[src/rtl/score_board_pkg.sv]
// score_pkg: shared definitions for the score board.
//   state_t            : game FSM states IDLE, PLAY, HOLD, DONE
//   DEF_*              : default values for the score_board parameters
package score_pkg;

   typedef enum logic [1:0] {
      IDLE = 2'd0,
      PLAY = 2'd1,
      HOLD = 2'd2,
      DONE = 2'd3
   } state_t;

   localparam int DEF_N_PLAYERS    = 2;
   localparam int DEF_SCORE_W      = 7;
   localparam int DEF_MAX_SCORE    = 50;
   localparam int DEF_HOLD_CYCLES  = 8;
   localparam int DEF_FLASH_PERIOD = 2;

endpackage

[src/rtl/score_board_flash_timer.sv]
// flash_timer: times the end-of-game hold phase and produces the display
// blanking pattern shown during it.
//   clk, rst : clock, asynchronous active-high reset
//   en       : high while the game FSM is in HOLD
//   done     : high in the last cycle of the hold phase (cycle HOLD_CYCLES-1)
//   blank    : registered blank flag; 0 for the first FLASH_PERIOD cycles of
//              the hold phase, then toggles every FLASH_PERIOD cycles
module flash_timer
   import score_pkg::*;
#(
   parameter int HOLD_CYCLES  = DEF_HOLD_CYCLES,
   parameter int FLASH_PERIOD = DEF_FLASH_PERIOD
)(
   input  logic clk,
   input  logic rst,
   input  logic en,
   output logic done,
   output logic blank
);

   localparam int CNT_W = $clog2(HOLD_CYCLES + 1);
   localparam int FL_W  = (FLASH_PERIOD > 1) ? $clog2(FLASH_PERIOD) : 1;

   logic [CNT_W-1:0] hold_cnt;
   logic [FL_W-1:0]  flash_cnt;

   // hold_cnt is the index of the current hold cycle.
   assign done = en && (hold_cnt == CNT_W'(HOLD_CYCLES - 1));

   // blank is the value for the *next* cycle, so it is forced low on the
   // final hold cycle; that keeps it from leaking into DONE.
   always_ff @(posedge clk or posedge rst) begin
      if (rst) begin
         hold_cnt  <= '0;
         flash_cnt <= '0;
         blank     <= 1'b0;
      end else if (!en || done) begin
         hold_cnt  <= '0;
         flash_cnt <= '0;
         blank     <= 1'b0;
      end else begin
         hold_cnt <= hold_cnt + 1'b1;
         if (flash_cnt == FL_W'(FLASH_PERIOD - 1)) begin
            flash_cnt <= '0;
            blank     <= ~blank;
         end else begin
            flash_cnt <= flash_cnt + 1'b1;
         end
      end
   end

endmodule

[src/rtl/score_board.sv]
// score_board: multi-player game score keeper with end-of-game display flash.
//   clk, rst        : clock, asynchronous active-high reset
//   start           : one-cycle pulse, starts a game from IDLE or DONE
//   goodColl        : per-player point pulse (PLAY only, alive players only)
//   badColl         : per-player elimination pulse (wins over goodColl)
//   scores          : packed scores, player 0 in the LSBs
//   dispScore       : max score in PLAY, winner's score in HOLD, high score
//                     in IDLE/DONE
//   dispBlank       : display blank flag (flashes during HOLD)
//   winner          : index of the last game's winner
//   isGameComplete  : high in HOLD and DONE
//   state           : current FSM state, for debug/observation
// All outputs are registers; each output register is loaded from the same
// next-state values as the state itself, so an input sampled at an edge is
// reflected on every output right after that edge.
module score_board
   import score_pkg::*;
#(
   parameter int N_PLAYERS    = DEF_N_PLAYERS,
   parameter int SCORE_W      = DEF_SCORE_W,
   parameter int MAX_SCORE    = DEF_MAX_SCORE,
   parameter int HOLD_CYCLES  = DEF_HOLD_CYCLES,
   parameter int FLASH_PERIOD = DEF_FLASH_PERIOD
)(
   input  logic                                           clk,
   input  logic                                           rst,
   input  logic                                           start,
   input  logic [N_PLAYERS-1:0]                           goodColl,
   input  logic [N_PLAYERS-1:0]                           badColl,
   output logic [N_PLAYERS*SCORE_W-1:0]                   scores,
   output logic [SCORE_W-1:0]                             dispScore,
   output logic                                           dispBlank,
   output logic [((N_PLAYERS > 1) ? $clog2(N_PLAYERS) : 1)-1:0] winner,
   output logic                                           isGameComplete,
   output state_t                                         state
);

   localparam int WIN_W = (N_PLAYERS > 1) ? $clog2(N_PLAYERS) : 1;
   localparam logic [SCORE_W-1:0] MAXV = SCORE_W'(MAX_SCORE);

   state_t               state_q, state_n;
   logic [SCORE_W-1:0]   score_q [N_PLAYERS];
   logic [SCORE_W-1:0]   score_n [N_PLAYERS];
   logic [N_PLAYERS-1:0] alive_q, alive_n;
   logic [SCORE_W-1:0]   high_q, high_n, disp_q, disp_n, best_n;
   logic [WIN_W-1:0]     win_q, win_n, best_idx;
   logic                 complete_q, complete_n;
   logic                 hit_max, hold_done, blank;

   // Score and alive update.
   always_comb begin
      score_n = score_q;
      alive_n = alive_q;
      if ((state_q == IDLE || state_q == DONE) && start) begin
         for (int p = 0; p < N_PLAYERS; p++) score_n[p] = '0;
         alive_n = '1;
      end else if (state_q == PLAY) begin
         for (int p = 0; p < N_PLAYERS; p++) begin
            if (alive_q[p]) begin
               if (badColl[p])
                  alive_n[p] = 1'b0;
               else if (goodColl[p] && score_q[p] < MAXV)
                  score_n[p] = score_q[p] + 1'b1;
            end
         end
      end
   end

   // Max of the next scores; strict '>' keeps the lowest index on ties.
   always_comb begin
      best_n   = '0;
      best_idx = '0;
      hit_max  = 1'b0;
      for (int p = 0; p < N_PLAYERS; p++) begin
         if (score_n[p] > best_n) begin
            best_n   = score_n[p];
            best_idx = WIN_W'(p);
         end
         if (score_n[p] == MAXV) hit_max = 1'b1;
      end
   end

   assign high_n = (best_n > high_q) ? best_n : high_q;

   // Next-state and registered-output values.
   always_comb begin
      state_n = state_q;
      win_n   = win_q;
      case (state_q)
         IDLE, DONE: if (start) state_n = PLAY;
         PLAY: begin
            if (hit_max || alive_n == '0) begin
               state_n = HOLD;
               win_n   = best_idx;
            end
         end
         HOLD: if (hold_done) state_n = DONE;
         default: state_n = IDLE;
      endcase
      // Scores are frozen in HOLD, so the max equals the winner's score.
      disp_n     = (state_n == PLAY || state_n == HOLD) ? best_n : high_n;
      complete_n = (state_n == HOLD || state_n == DONE);
   end

   always_ff @(posedge clk or posedge rst) begin
      if (rst) begin
         state_q    <= IDLE;
         for (int p = 0; p < N_PLAYERS; p++) score_q[p] <= '0;
         alive_q    <= '0;
         high_q     <= '0;
         win_q      <= '0;
         disp_q     <= '0;
         complete_q <= 1'b0;
      end else begin
         state_q    <= state_n;
         for (int p = 0; p < N_PLAYERS; p++) score_q[p] <= score_n[p];
         alive_q    <= alive_n;
         high_q     <= high_n;
         win_q      <= win_n;
         disp_q     <= disp_n;
         complete_q <= complete_n;
      end
   end

   flash_timer #(
      .HOLD_CYCLES  (HOLD_CYCLES),
      .FLASH_PERIOD (FLASH_PERIOD)
   ) u_flash_timer (
      .clk   (clk),
      .rst   (rst),
      .en    (state_q == HOLD),
      .done  (hold_done),
      .blank (blank)
   );

   for (genvar g = 0; g < N_PLAYERS; g++) begin : g_pack
      assign scores[g*SCORE_W +: SCORE_W] = score_q[g];
   end

   assign dispScore      = disp_q;
   assign dispBlank      = blank;
   assign winner         = win_q;
   assign isGameComplete = complete_q;
   assign state          = state_q;

endmodule

[config.mk]
export PLATFORM = sky130hd
export DESIGN_NAME = score_board
export DESIGN_NICKNAME = d
export VERILOG_FILES = /design/src/rtl/score_board_pkg.sv /design/src/rtl/score_board_flash_timer.sv /design/src/rtl/score_board.sv
export SDC_FILE = /design/constraint.sdc
export NUM_CORES = 1
export LEC_CHECK = 0
export ABC_AREA = 1
export BUFFER_PORTS_ARGS = -buffer_cell sky130_fd_sc_hd__buf_2
export CORE_UTILIZATION = 40
export DETAILED_ROUTE_END_ITERATION = 10
export REMOVE_ABC_BUFFERS = 1
export SLEW_MARGIN = 20
export SYNTH_ARGS = -nofsm -noshare
export SYNTH_HDL_FRONTEND = slang
export SYNTH_SLANG_ARGS = --single-unit
[constraint.sdc]
create_clock -name clk -period 3.9 [get_ports clk]
set_clock_uncertainty 0.1 [all_clocks]
set_input_delay 0.585 -clock clk [delete_from_list [all_inputs] [get_ports clk]]
set_output_delay 0.585 -clock clk [all_outputs]
set_load 0.1 [all_outputs]
Word-level counts from Yosys, hierarchy flattened:

Index checks and enable logic that the tools add are counted.

* add/subtract/negate cells: 4
* $mul: 0
* divide/modulo/power cells: 0
* magnitude comparators: 5
* eq/ne operators: 9
* shifts and indexed selects: 0
* mux-type cells: 30
* bitwise gates (word level): 1
* reduce and logical (&&, ||, !) cells: 15

Operators by type and width (number)
* 7-bit two-way mux: 10
* 14-bit two-way mux: 2
* 7-bit by 1-bit adder with 7-bit output, second input constant: 2
* 7-bit by 6-bit == test with 1-bit output, second input constant: 2
* 7-bit greater-than comparator: 2
* 7-bit by 6-bit < comparator with 1-bit output, second input constant: 2
* 1-bit two-way mux: 11
* 2-bit two-way mux: 5
* 2-bit == test, second input constant: 4
* 7-bit by 1-bit greater-than comparator with 1-bit output, second input constant: 1
* 2-bit one-hot mux with 3 select lines: 1
* 1-bit logical OR: 5
* 4-bit by 1-bit adder with 4-bit output, second input constant: 1
* 2-bit by 1-bit == test with 1-bit output, second input constant: 2
* 4-bit by 3-bit == test with 1-bit output, second input constant: 1
* 1-bit logical AND: 4
* 2-bit logical NOT: 2
* 4-bit two-way mux: 1
* 2-bit AND reduction: 1
* 2-bit nonzero test: 1
* 2-bit OR reduction: 1
* 1-bit adder, second input constant: 1
* 1-bit logical NOT: 1
* 1-bit inverter: 1

* flip-flop bits (word level): 40
* latch bits: 0
* bits in writable memories: 0
* memory bits (read-only): 0
* bits of input ports: 7
* output and inout port bits: 26
* memories kept: 0

Longest topological paths before layout:

Gate-level depths: netlist of run 1.

* depth in word-level cells: 16
* gate-level depth with buffers: 29
* gate-level depth less buffers: 29

By module:

Synthesis of run 1 repeated with hierarchy kept, for this count alone.

* cells, all modules: 319
* area, all modules: 2526.2 µm²

By module, submodules not included
* score_board: instances 1, cells an instance 294, area each 2265.9 µm²
* flash_timer: instances 1, cells an instance 25, area each 260.2 µm²

Worst setup path after synthesis of run 1:

OpenSTA, ideal clock, no wires.

* path type: register to register
* start: reg state_q[0] (netlist: state[0])
* end: reg disp_q[2] (netlist: dispScore[2])
* library setup time: 0.118 ns
* data arrival time: 4.294 ns
* data required time: 3.682 ns
* path slack: -0.612 ns
* stages on the path, launching flop included: 27
* path buffers: 1
* path through: dfrtp_1 ha_1 nand2_1 nor2_4 nand4_1 nand3_1 inv_1 ha_1 a21oi_1 o21ai_1 nand2_1 nand2_1 nand2_1 inv_1 o21ai_2 inv_1 ha_1 a21oi_1 o21a_1 nand2_1 inv_1 nor2_1 buf_2 nand3_1 and2_1 nand2_1 nand2_1

RTL lines
* start: declaration: line score_board.sv:41 `state_t state_q, state_n;`
* start signal: assignment: line score_board.sv:115 `state_q <= state_n;`
* end signal: assignment: line score_board.sv:120 `disp_q <= disp_n;`
* end: declaration: line score_board.sv:45 `logic [SCORE_W-1:0] high_q, high_n, disp_q, disp_n, best_n;`

Final worst setup path of run 1:

* start: reg state_q[1] (netlist: state[1])
* end: reg disp_q[3] (netlist: dispScore[3])

RTL lines
* 2-bit == test or 2-bit logical NOT (tied branches): line score_board.sv:54 `if ((state_q == IDLE || state_q == DONE) && start) begin`
* 1-bit logical OR: line score_board.sv:54
* 1-bit logical AND: line score_board.sv:54
* 14-bit two-way mux *: line score_board.sv:54
* 7-bit by 1-bit greater-than comparator with 1-bit output: line score_board.sv:75 `if (score_n[p] > best_n) begin`
* 7-bit two-way mux: line score_board.sv:75
* 7-bit greater-than comparator: line score_board.sv:75
* 7-bit two-way mux *: line score_board.sv:75
* 7-bit greater-than comparator: line score_board.sv:83 `assign high_n = (best_n > high_q) ? best_n : high_q;`
* 7-bit two-way mux *: line score_board.sv:83
* named net high_n[3]: line score_board.sv:45
* 7-bit two-way mux *: line score_board.sv:101 `disp_n = (state_n == PLAY || state_n == HOLD) ? best_n : high_n;`
* named net disp_n[3]: line score_board.sv:45

Mark *: on every way through the listed nets, which the timed path passes. The rest lies on a longest branch.
A chain may end at the register's enable or synchronous reset.

==> flow_metrics.env, run 1 <==
export IMPL_outcome="finished, final reports clean"
export IMPL_worst_slew_pin_slew_ns=0.503
export IMPL_critPathSlowestCell="dfrtp_1"
export IMPL_cts_root_buf="clkbuf_8"
export IMPL_fp_row_count=28
export IMPL_synth_mux_area_share_pct=0
export IMPL_via_count=2252
export IMPL_core_area_sq_um=5960
export IMPL_fill_cells=557
export IMPL_die_height_um=80.9
export IMPL_setup_tns_ns=0
export IMPL_synth_top_area_share_pct=40.2
export IMPL_dr_pass1_iters=4
export IMPL_yosys_area_top_type="dfrtp_1"
export IMPL_crit_buf_inv=8
export IMPL_grt_pass1_vias=2078
export IMPL_worstPathArrival_ns=4.00
export IMPL_required_ns=4.04
export IMPL_synth_compound_area_share_pct=8.70
export IMPL_synth_top_cells_by_count="nand2_1 (83), inv_1 (53), dfrtp_1 (40), nand3_1 (22), ha_1 (21)"
export IMPL_die_x_um=80.9
export IMPL_grt_antenna_before_repair=0
export IMPL_hp_class="input pin to async pin"
export IMPL_synthFlopType="dfrtp_1"
export IMPL_worst_path_most_repeated_cell="nand2_1"
export IMPL_drive_gt1_share_pct=39.4
export IMPL_io_pins=33
export IMPL_cp_num_cells=29
export IMPL_path_class="register to register"
export IMPL_grt_usage_pct=18.9
export IMPL_portBuffers=32
export IMPL_area_growth_pct=35.5
export IMPL_synth_edff_count=0
export IMPL_max_freq_ghz=0.259
export IMPL_synthXorXnorAreaFrac_pct=0.704
export IMPL_dp_cells=451
export IMPL_slew_headroom_pct=66.5
export IMPL_setup_viol=0
export IMPL_wire_per_inst_um=12.4
export IMPL_diodes=0
export IMPL_synth_area_per_cell_sq_um=7.90
export IMPL_ys_ff_latch=40
export IMPL_crit_path_max_fanout=11
export IMPL_yosys_top_cells_area="dfrtp_1 (40%), nand2_1 (13%), ha_1 (11%)"
export IMPL_r2r_cells=29
export IMPL_min_period_ns=3.86
export IMPL_syn_inst=315
export IMPL_wl_um=5880
export IMPL_critPathLaunchType="register"
export IMPL_grt_first_pass_wirelength_um=9370
export IMPL_synth_most_common_cell="nand2_1"
export IMPL_grt_overflow_total=0
export IMPL_slew_violations=0
export IMPL_r2r_setup_slack_ns=0.04
export IMPL_finalHoldViolations=0
export IMPL_grt_max_degree=41
export IMPL_synth_cell_types=33
export IMPL_drc=0
export IMPL_placed_cell_area_sq_um=2970
export IMPL_ys_seq_area_share_pct=40.2
export IMPL_synth_top_family_by_area="simple AND/OR/NAND/NOR gates"
export IMPL_end_kind="register"
export IMPL_dr_first_iter_drc_count=84
export IMPL_rsz0062_at_grt="yes"
export IMPL_nets=425
export IMPL_cts_tree="yes"
export IMPL_syn_area_sq_um=2490
export IMPL_synth_adder_area_share_pct=10.6
export IMPL_numCtsBuffers=5
export IMPL_clockBufferDepth=2
export IMPL_final_cells=473
export IMPL_die_area_sq_um=6540
export IMPL_initial_core_util_pct=41.8
export IMPL_viasPerCell=4.76
export IMPL_hpwl_um=4270
export IMPL_cts_sinks=40
export IMPL_crit_family="simple AND/OR/NAND/NOR gates"
export IMPL_yosysWarnings=0
export IMPL_insertion_delay_ns=0.30
export IMPL_ant_nets=0
export IMPL_finalInstanceArea_sq_um=3370
export IMPL_clk_pin_slew_ns=0.08
export IMPL_maxCapViolCount=0
export IMPL_yosys_area_share_simple_pct=30.3
export IMPL_htree_levels=2
export IMPL_async_reset_ff_share_pct=100
export IMPL_slowest_delay_ns=0.40
export IMPL_cts_hold_buf=0
export IMPL_routabilityCongestion=0.836
export IMPL_min_period_over_period_pct=99.1
==> per-stage QoR <==
step | utilization (%) | worst slack, ns | hold slack, ns
after floorplan | - | -0.795 | 0.325
after global placement | 49.9 | -0.0301 | 0.336
after detailed placement | 49.9 | -0.0507 | 0.337
after CTS | 52.0 | 0.0119 | 0.318
after global routing | 56.6 | -0.191 | 0.354
final | 56.6 | 0.0352 | 0.295
==> logic make-up (layout without fill, tap and decap cells) <==
group | after synthesis | count (layout)
buf+inv | 59 | 142
compound gates | 33 | 33
simple gates | 160 | 160
flops | 40 | 40
xor+xnor | 2 | 2
fa+ha+maj | 21 | 21
==> cell type report <==
class                   count  area [sq um]  area share, %
clock buffers               6          82.6           2.45
well taps                  75          93.8           2.78
flip-flops and latches     40          1000           29.7
clock inverters             2          10.0          0.297
repair buffers             79           541           16.0
multi-input cells         216          1430           42.6
inverters                  55           206           6.13
==> layer usage <==
metal	track usage, %	vias up	wire length (um)
li1	-	1172	-
met1	24.2	1036	2760
met2	31.7	35	2830
met3	2.81	9	174
met4	7.50	0	113
met5	0	-	0
==> worst paths after layout <==
path	endpoint	from
min	dispScore[5]$_DFF_PP0_	rst
min in group clk	u_flash_timer.flash_cnt$_DFF_PP0_	u_flash_timer.flash_cnt$_DFF_PP0_
min reg2reg	u_flash_timer.flash_cnt$_DFF_PP0_	u_flash_timer.flash_cnt$_DFF_PP0_
max in group asynchronous	state[0]$_DFF_PP0_	rst
max	dispScore[3]$_DFF_PP0_	state[1]$_DFF_PP0_
max reg2reg	dispScore[3]$_DFF_PP0_	state[1]$_DFF_PP0_
==> registers in the layout, summed over array words and instances, names as in the netlist <==
| signal | cells |
|---|---|
| u_flash_timer.blank | 1 |
| state | 2 |
| u_flash_timer.hold_cnt | 4 |
| isGameComplete | 1 |
| scores | 14 |
| high_q | 7 |
| dispScore | 7 |
| u_flash_timer.flash_cnt | 1 |
| winner | 1 |
| alive_q | 2 |
==> cells in the final DEF (no fill, tap or decap), types with 5 or more instances in the layout <==
cell type / count
nand2_1: 74
inv_1: 42
buf_4: 42
dfrtp_1: 39
buf_2: 32
nand3_1: 18
nor2_1: 17
nand2_2: 13
ha_1: 13
inv_2: 12
nand4_1: 10
nand3_2: 10
ha_4: 8
a21oi_1: 6
clkbuf_8: 6
o21a_1: 5
a21oi_2: 5
==> timing repair <==
action                     4_1_cts  5_1_grt
setup buffers                    2       12
pin swaps                        2       15
hold endpoints to repair         0        0
resized for setup                3       47
setup endpoints to repair        2       13
==> worst min-delay path, cell delays in order <==
cell,delay [ns]
buf_2,0.09
inv_1,0.04
buf_4,0.42
Power of run 1 is left out: the tool's default activity adds up to more than one toggle a clock period on the data nets, which glitch-free logic cannot reach.
==> run 2: changes to the inputs <==
Settings changed: MAX_ROUTING_LAYER set to met4, SKIP_CTS_REPAIR_TIMING set to 1.
==> flow_metrics.env, run 2 (synthesized netlist as in run 1, its figures left out) <==
export IMPL_wl_um=6090
export IMPL_io_pins=33
export IMPL_diodes=0
export IMPL_outcome="finished, final reports clean"
export IMPL_ant_nets=0
export IMPL_wire_per_inst_um=12.8
export IMPL_numCtsBuffers=5
export IMPL_clockBufferDepth=2
export IMPL_final_cell_mix="nand2_1 (64), buf_4 (44), inv_1 (41)"
export IMPL_required_ns=3.98
export IMPL_portBuffers=32
export IMPL_grt_antenna_before_repair=0
export IMPL_maxCapViolCount=0
export IMPL_cts_tree="yes"
export IMPL_final_common_cell="nand2_1"
export IMPL_area_growth_pct=42.2
export IMPL_routabilityCongestion=0.849
export IMPL_rsz0062_at_grt="yes"
export IMPL_max_freq_ghz=0.260
export IMPL_grt_usage_pct=19.1
export IMPL_dr_first_iter_drc_count=111
export IMPL_via_count=2289
export IMPL_critPathSlowestCell="dfrtp_1"
export IMPL_fp_row_count=28
export IMPL_min_period_ns=3.85
export IMPL_drive_gt1_share_pct=44.3
export IMPL_end_kind="register"
export IMPL_insertion_delay_ns=0.31
export IMPL_critPathLaunchType="register"
export IMPL_largest_register_ffs=14
export IMPL_worstPathArrival_ns=3.93
export IMPL_finalHoldViolations=0
export IMPL_cts_sinks=40
export IMPL_grt_overflow_total=0
export IMPL_grt_first_pass_wirelength_um=9220
export IMPL_min_period_over_period_pct=98.6
export IMPL_dr_pass1_iters=4
export IMPL_die_height_um=80.9
export IMPL_worst_slew_pin_slew_ns=0.503
export IMPL_drc=0
export IMPL_slowest_delay_ns=0.41
export IMPL_clk_pin_slew_ns=0.09
export IMPL_whs_ns=0.290
export IMPL_slew_headroom_pct=66.5
export IMPL_grt_max_degree=41
export IMPL_crit_path_max_fanout=7
export IMPL_die_area_sq_um=6540
export IMPL_htree_levels=2
export IMPL_hpwl_um=4270
export IMPL_r2r_cells=29
export IMPL_hp_class="input pin to async pin"
export IMPL_cts_root_buf="clkbuf_8"
export IMPL_initial_core_util_pct=41.8
export IMPL_viasPerCell=4.80
export IMPL_die_x_um=80.9
export IMPL_core_area_sq_um=5960
export IMPL_setup_viol=0
export IMPL_path_class="register to register"
export IMPL_grt_pass1_vias=2057
export IMPL_slew_violations=0
export IMPL_nets=429
export IMPL_worst_path_most_repeated_cell="nand2_2"
[run 2: critical path: cells and delay by family (launching register included)]
kind	cells	cell delay, ns
AND/OR/NAND/NOR	14	1.07
buffers and inverters	7	0.77
adder cells (fa/ha/maj)	3	0.74
AO/OA/AOI/OAI	5	0.62
flip-flops	1	0.41
[run 2: metal layers]
metal	GRT usage [%]	vias up	share of wire, %
li1	-	1180	-
met1	24.1	1047	46
met2	30.8	53	49
met3	2.70	9	3.9
met4	7.50	0	1.7
met5	-	-	0
[run 2: path summary, 6_finish.rpt]
| kind | slack (ns) | from | to |
|---|---|---|---|
| min | 0.29 | rst | state[1]$_DFF_PP0_ |
| min in group clk | 0.35 | u_flash_timer.flash_cnt$_DFF_PP0_ | u_flash_timer.flash_cnt$_DFF_PP0_ |
| max | 0.05 | state[1]$_DFF_PP0_ | dispScore[1]$_DFF_PP0_ |
| max reg2reg | 0.05 | state[1]$_DFF_PP0_ | dispScore[1]$_DFF_PP0_ |
| max in group asynchronous | 3.05 | rst | state[0]$_DFF_PP0_ |
| min reg2reg | 0.35 | u_flash_timer.flash_cnt$_DFF_PP0_ | u_flash_timer.flash_cnt$_DFF_PP0_ |
[run 2: metrics by stage]
stage / cell area, sq um / utilization [%] / setup TNS (ns) / cells / setup WS [ns]
global placement: 2970 / 49.9 / -0.0510 / 451 / -0.0301
detailed placement: 2970 / 49.9 / -0.157 / 451 / -0.0507
global route: 3540 / 59.4 / -1.12 / 477 / -0.172
finish: 3540 / 59.4 / 0 / 477 / 0.0542
CTS: 3070 / 51.5 / -0.0423 / 459 / -0.0271
floorplan: 2460 / - / -9.11 / 311 / -0.795
[run 2: final cells by class]
class                           count  area, sq um
Inverter                           55          209
Timing Repair Buffer               83          592
Tap cell                           75         93.8
Clock buffer                        6         82.6
Fill cell                         529         2420
Multi-Input combinational cell    216         1550
Sequential cell                    40         1000
Clock inverter                      2         10.0
Power of run 2 is left out for the same reason.
